[src/rtl/cpu_pkg.sv]
// Shared types for the effective-address sequencer: addressing modes, FSM
// states and the default zero-page high byte.
package cpu_pkg;

  typedef enum logic [1:0] {
    ABS_IDX       = 2'b00,
    ZP_IDX        = 2'b01,
    REL           = 2'b10,
    ABS_IDX_FORCE = 2'b11
  } addr_mode_t;

  typedef enum logic [1:0] {
    IDLE = 2'b00,
    ADD  = 2'b01,
    FIX  = 2'b10,
    DONE = 2'b11
  } ea_state_t;

  localparam logic [7:0] ZP_PAGE_DEF = 8'h00;

endpackage

[src/rtl/ea_page_add.sv]
// 8-bit low-byte adder with carry-out decoded into a high-byte inc/dec request.
module ea_page_add
  import cpu_pkg::*;
(
  input  logic [7:0] base_l,
  input  logic [7:0] operand,
  input  addr_mode_t mode,
  output logic [7:0] sum,
  output logic       cross_inc,
  output logic       cross_dec
);

  logic [8:0] sum9;

  always_comb begin
    sum9      = {1'b0, base_l} + {1'b0, operand};
    sum       = sum9[7:0];
    cross_inc = 1'b0;
    cross_dec = 1'b0;
    case (mode)
      ABS_IDX, ABS_IDX_FORCE: cross_inc = sum9[8];
      // Signed offset: carry with a positive offset crosses up, no carry with a
      // negative offset crosses down.
      REL: begin
        cross_inc = ~operand[7] & sum9[8];
        cross_dec = operand[7] & ~sum9[8];
      end
      default: ;
    endcase
  end

endmodule

[src/rtl/ea_fixup_unit.sv]
// Effective-address sequencer: loads low/provisional high byte, then fixes the
// high byte with an inc/dec strobe one cycle later on a page crossing.
module ea_fixup_unit
  import cpu_pkg::*;
#(
  parameter logic [7:0] ZP_PAGE = ZP_PAGE_DEF
) (
  input  logic       clk,
  input  logic       rst_n,
  input  logic       start,
  input  logic [1:0] mode,
  input  logic [7:0] base_l,
  input  logic [7:0] base_h,
  input  logic [7:0] operand,
  output logic       ld_l_o,
  output logic       ld_h_o,
  output logic [7:0] l_o,
  output logic [7:0] h_o,
  output logic       h_inc_o,
  output logic       h_dec_o,
  output logic       busy,
  output logic       done,
  output logic       page_cross
);

  ea_state_t  state_q, state_d;
  addr_mode_t mode_q, mode_d;
  logic [7:0] base_l_q, base_l_d;
  logic [7:0] base_h_q, base_h_d;
  logic [7:0] operand_q, operand_d;
  logic       inc_q, inc_d;
  logic       dec_q, dec_d;

  logic [7:0] sum;
  logic       cross_inc, cross_dec;

  // Adder works only on latched values, so no input reaches an output.
  ea_page_add u_add (
    .base_l   (base_l_q),
    .operand  (operand_q),
    .mode     (mode_q),
    .sum      (sum),
    .cross_inc(cross_inc),
    .cross_dec(cross_dec)
  );

  always_comb begin
    state_d    = state_q;
    mode_d     = mode_q;
    base_l_d   = base_l_q;
    base_h_d   = base_h_q;
    operand_d  = operand_q;
    inc_d      = inc_q;
    dec_d      = dec_q;
    ld_l_o     = 1'b0;
    ld_h_o     = 1'b0;
    l_o        = 8'h00;
    h_o        = 8'h00;
    h_inc_o    = 1'b0;
    h_dec_o    = 1'b0;
    busy       = 1'b0;
    done       = 1'b0;
    page_cross = 1'b0;
    case (state_q)
      IDLE: begin
        if (start) begin
          mode_d    = addr_mode_t'(mode);
          base_l_d  = base_l;
          base_h_d  = base_h;
          operand_d = operand;
          inc_d     = 1'b0;
          dec_d     = 1'b0;
          state_d   = ADD;
        end
      end
      ADD: begin
        busy    = 1'b1;
        ld_l_o  = 1'b1;
        ld_h_o  = 1'b1;
        l_o     = sum;
        h_o     = (mode_q == ZP_IDX) ? ZP_PAGE : base_h_q;
        inc_d   = cross_inc;
        dec_d   = cross_dec;
        // Store/RMW indexed always spends the fix-up cycle, crossing or not.
        state_d = (cross_inc || cross_dec || mode_q == ABS_IDX_FORCE) ? FIX : DONE;
      end
      FIX: begin
        busy    = 1'b1;
        h_inc_o = inc_q;
        h_dec_o = dec_q;
        state_d = DONE;
      end
      DONE: begin
        busy       = 1'b1;
        done       = 1'b1;
        page_cross = inc_q | dec_q;
        state_d    = IDLE;
      end
      default: state_d = IDLE;
    endcase
  end

  always_ff @(posedge clk) begin
    if (!rst_n) begin
      state_q   <= IDLE;
      mode_q    <= ABS_IDX;
      base_l_q  <= 8'h00;
      base_h_q  <= 8'h00;
      operand_q <= 8'h00;
      inc_q     <= 1'b0;
      dec_q     <= 1'b0;
    end else begin
      state_q   <= state_d;
      mode_q    <= mode_d;
      base_l_q  <= base_l_d;
      base_h_q  <= base_h_d;
      operand_q <= operand_d;
      inc_q     <= inc_d;
      dec_q     <= dec_d;
    end
  end

endmodule

[config.mk]
export PLATFORM = sky130hd
export DESIGN_NAME = ea_fixup_unit
export DESIGN_NICKNAME = d
export VERILOG_FILES = /design/src/rtl/cpu_pkg.sv /design/src/rtl/ea_page_add.sv /design/src/rtl/ea_fixup_unit.sv
export SDC_FILE = /design/constraint.sdc
export NUM_CORES = 1
export LEC_CHECK = 0
export CAP_MARGIN = 40
export CORE_MARGIN = 2
export CORE_UTILIZATION = 50
export CTS_BUF_LIST = sky130_fd_sc_hd__clkbuf_4 sky130_fd_sc_hd__clkbuf_8
export DETAILED_ROUTE_END_ITERATION = 12
export GPL_ROUTABILITY_DRIVEN = 0
export GPL_TIMING_DRIVEN = 1
export PLACE_DENSITY = 0.85
export SLEW_MARGIN = 20
export SYNTH_ARGS = -nofsm -noshare
export SYNTH_HDL_FRONTEND = slang
export SYNTH_HIERARCHICAL = 1
export SYNTH_SLANG_ARGS = --single-unit
[constraint.sdc]
create_clock -name clk -period 3.1 [get_ports clk]
set_input_delay 0.62 -clock clk [delete_from_list [all_inputs] [get_ports clk]]
set_output_delay 0.62 -clock clk [all_outputs]
set_load 0.02 [all_outputs]
# Word-level counts from Yosys, hierarchy flattened
# Cells that the tools add are included.
# word_totals
input_bits,29
elab_cells,46
register_bits,30
out_inout_bits,23
# classes
bitwise_logic,5
n_reduce_logical,9
n_eq_ne,7
mux,17
add_sub_neg,1
# op_table
op,n
8-bit two-way mux,3
8-bit by 8-bit adder with 9-bit output,1
1-bit two-way mux,9
"2-bit == test, second input constant",4
2-bit one-hot mux with 4 select lines,1
1-bit one-hot mux with 2 select lines,3
"2-bit by 1-bit == test with 1-bit output, second input constant",2
2-bit logical NOT,2
2-bit AND reduction,2
3-bit OR reduction,1
1-bit AND,2
1-bit logical OR,2
2-bit two-way mux,1
"2-bit inequality test, second input constant",1
1-bit NOT,2
2-bit nonzero test,1
2-bit OR reduction,1
1-bit bitwise OR,1

# Logic depth before layout (Yosys ltp)
# depth
word_depth,8
mapped_depth,8
ltp_nobuf,8

# Hierarchy
# Netlist, hierarchy kept.
# modules_own_cells
module,n_inst,seq_area_each_um2,area_each_um2,cells_each
ea_fixup_unit,1,600.6,1367.6,162
ea_page_add,1,0.0,367.9,47

# Worst setup path after synthesis
# OpenSTA, ideal clock, no wires.
# synth_path
path_kind,register to output
start,register base_l_q[0]
end,output port l_o[6]
stages_incl_launch_ff,8
arrival_time_ps,1654
t_required_ps,2480
path_buffers,0
slack_ps,826
cell_sequence,dfxtp_1 ha_1 fa_1 a21oi_1 o21ai_0 a21oi_1 xnor2_1 and2_1
# synth_between
elab_chain_len,2
# synth_lines
element,line,text
from (decl),ea_fixup_unit.sv:28,"logic [7:0] base_l_q, base_l_d;"
from (signal assigned),ea_fixup_unit.sv:115,base_l_q <= base_l_d;
8-bit by 8-bit adder with 9-bit output,ea_page_add.sv:16,"sum9 = {1'b0, base_l} + {1'b0, operand};"
via sum[6],ea_fixup_unit.sv:34,logic [7:0] sum;
8-bit two-way mux,ea_fixup_unit.sv:64,case (state_q)
to (decl),ea_fixup_unit.sv:17,"output logic [7:0] l_o,"
# The timed path passes the listed nets, and every way through them passes these cells.

# Final worst setup path
# Ends and elaborated chain as after synthesis.

==> summary.txt <==
Run status
  – Outcome: completed

Layout
  – Multi-input logic area: 1060 µm²
  – Final Util: 0.712
  – Ratio of cells with drive above 1 in the final layout: 0.0722
  – Nets: 307
  – FF+latch area: roughly 600 µm²
  – Layout Area Growth over Synthesis: 37.0%
  – # fillers: 300
  – N_diodes: 0

Routing
  – First-pass DRT Iterations: 5
  – Remaining DRCs: 0
  – Wire length per cell: 12.0 µm
  – Total wire length: around 3.7 mm
  – Drt initial violations: 51
  – Vias per cell: 5.01
  – Routed Antenna Nets: 0
  – Vias after detailed routing: 1,547

Pwr
  – Leakage: slightly above 0.001 µW
  – Peak supply drop: approximately 0.38 mV
  – Power per cell area: around 600 nW/µm²

Setup path
  – Setup crit start kind: flip-flop
  – Crit path required time: between 2 and 2.5 ns
  – Critical path arrival: about 2.3 ns
  – CP endpoint kind: primary output
  – CP max FO: 3
  – Setup CP Type: flip-flop to primary output

Synthesis
  – Post-synthesis xor/xnor area fraction: 0.0252
  – Area leader, netlist: dfxtp_1
  – Post-synthesis cell type count: 35
  – Synth warn: 6
  – Register area share after synthesis: 0.346
  – Yosys reg bits: 30
  – Post-synth top area share: 0.346
  – Mux cell area share after synthesis: 0.0115
  – Post-synthesis adder-cell area fraction: 0.120
  – Syn Nets: between 200 and 300
  – Mean post-synth cell area: 8.30 µm²
  – Post-Synthesis Cells: around 210
  – Largest cells by area after synthesis: dfxtp_1 (35%), nand2_1 (12%), ha_1 (11%)
  – Largest family of logic cells by synthesized area: simple AND/OR/NAND/NOR gates
  – Synth Area in Simple Gates: 0.228
  – Synthesized area: 1740 µm²
  – Compound-Gate Fraction of Synth Area: 0.214

Floorplanning
  – Die width: 62.9 µm
  – Row Count: 21
  – Die height: 62.9 µm
  – Die area: ~4000 µm²
  – Core Area: 3340 µm²
  – Initial core utilization: 0.520
  – Ports: 52

Clock tree
  – CTS Sinks: 30
  – CTS tree: yes
  – Worst-path clk slew: 0.09 ns
  – Postcts setup bufs: 0
  – Number of buffers created by CTS: 5
  – Clock root cell: clkbuf_4
  – # hold bufs at CTS: 0
  – H-tree Lvls: 2
  – Worst-Skew Late Latency: 0.33 ns
  – Post_cts resized: 2
  – Clock tree buffer depth: 2

Global route
  – Number of global-route vias before repair: 1,381
  – Total GRT Usage: 0.197
  – Pin count of the biggest net entering global routing: 31
  – Initial antenna violation count: 0
  – Gr ovfl total: 0
  – First-pass GRT wire length: 6.11 mm

Placed design
  – PortBufs: slightly above 50
  – HPWL Detailed: 2.66 mm

STA
  – Slew HR: 0.734
  – RSZ-0062 raised after global routing: no
  – Min cycle time layout: 2.93 ns
  – Final hold slack: 0.451 ns
  – Final setup violation count: 0
  – Max Clock Skew: roughly 0.002 ns
  – Final Max Tran Viols: 0
  – Worst slew pin tran: between 0.3 and 0.4 ns
  – Fin Setup TNS: 0 ns
  – Crit share post-route: 0.944
  – Final Hold Viols: 0
  – Max frequency: 342 MHz

Worst hold path
  – Worst Hold Class: flip-flop to flip-flop

Flow run
  – Max-cap violation count: 0
sequential cells by signal, indices dropped and copies added, names as in the netlist:
register   flops
mode_q         2
operand_q      8
inc_q          1
base_l_q       8
state_q        2
base_h_q       8
dec_q          1
per-layer routing:
layer  vias to the layer above  wire (µm)  global-route usage  part of all wire
li1                        807          -                   -                 -
met1                       689       1690               0.241              0.46
met2                        43       1680               0.297              0.45
met3                         8        246              0.0649             0.067
met4                         0         84               0.125             0.023
met5                         -          0                   0                 0
worst paths after layout:
| kind | to | depth (start not counted) | slack, ns | from |
|---|---|---|---|---|
| max | l_o[6] | 8 | 0.17 | base_l_q[0]$_SDFFE_PN0P_ |
| min | base_h_q[6]$_SDFFE_PN0P_ | 2 | 0.45 | base_h_q[6]$_SDFFE_PN0P_ |
| max reg2reg | state_q[0]$_SDFFE_PN0P_ | 8 | 0.83 | base_l_q[0]$_SDFFE_PN0P_ |
| min reg2reg | base_h_q[6]$_SDFFE_PN0P_ | 2 | 0.45 | base_h_q[6]$_SDFFE_PN0P_ |
area by class of cell:
| type | instances | share of cell area |
|---|---|---|
| multi-input cells | 160 | 0.444 |
| flip-flops and latches | 30 | 0.253 |
| repair buffers | 56 | 0.238 |
| clock buffers | 7 | 0.0247 |
| well taps | 46 | 0.0242 |
| inverters | 9 | 0.0142 |
| clock inverters | 1 | 0.00211 |
kinds of logic after synthesis:
family	after synthesis
compound gates	51
xor+xnor	5
fa+ha+maj	16
buf+inv	19
flops	30
mux	2
simple gates	86
cell usage in the layout (no fill, tap or decap), drive strengths merged:
master	instances
nand2	56
clkdlybuf4s50	47
dfxtp	30
a21boi	26
and2	19
ha	15
a21oi	10
inv	9
clkbuf	7
buf	5
nor2b	3
xnor2	3
o21a	2
mux2i	2
a32oi	2
o221a	2
dlygate4sd2	2
dlymetal6s2s	2
nor2	2
o21ai	2
xor2	2
a21o	2
nand2b	1
a2111oi	1
nand3b	1
clkinv	1
a211oi	1
o31ai	1
a31oi	1
nand4b	1
o211ai	1
nand4	1
nor3	1
and3	1
fa	1
power breakdown:
part,switching [µW],internal (µW)
registers,48.6,452
logic,364,304
clock network,139,119
total,552,874
critical path, stage by stage (launching register included):
cell	delay (ns)
dfxtp_1	0.33
ha_1	0.24
fa_1	0.43
a21oi_1	0.13
o21ai_0	0.08
a21oi_1	0.19
xnor2_1	0.13
and2_1	0.12
dlygate4sd2_1	0.32
Yosys cell counts, drive strengths merged:
master / count
inv: 9
a31oi: 1
xor2: 2
nand2: 56
nor2b: 3
nand2b: 1
nand4: 1
nor2: 2
nand3b: 1
mux2i: 2
xnor2: 3
o221a: 2
a32oi: 2
a211oi: 1
a21o: 2
buf: 6
nor3: 1
clkbuf: 4
and3: 1
a21oi: 10
a2111oi: 1
nand4b: 1
ha: 15
fa: 1
o21ai: 2
o211ai: 1
and2: 19
o21a: 2
a21boi: 26
dfxtp: 30
o31ai: 1
per-stage QoR:
stage	std cells	cell area (µm²)	worst slack [ns]	total power [µW]
after global routing	309	2380	0.0326	1530
final	309	2380	0.174	1430
after global placement	299	2260	0.294	1140
after floorplan	209	1740	0.826	951
after CTS	307	2320	0.0376	1420
after detailed placement	299	2260	0.286	1160
No activity file was read; power rests on OpenSTA's default activity.
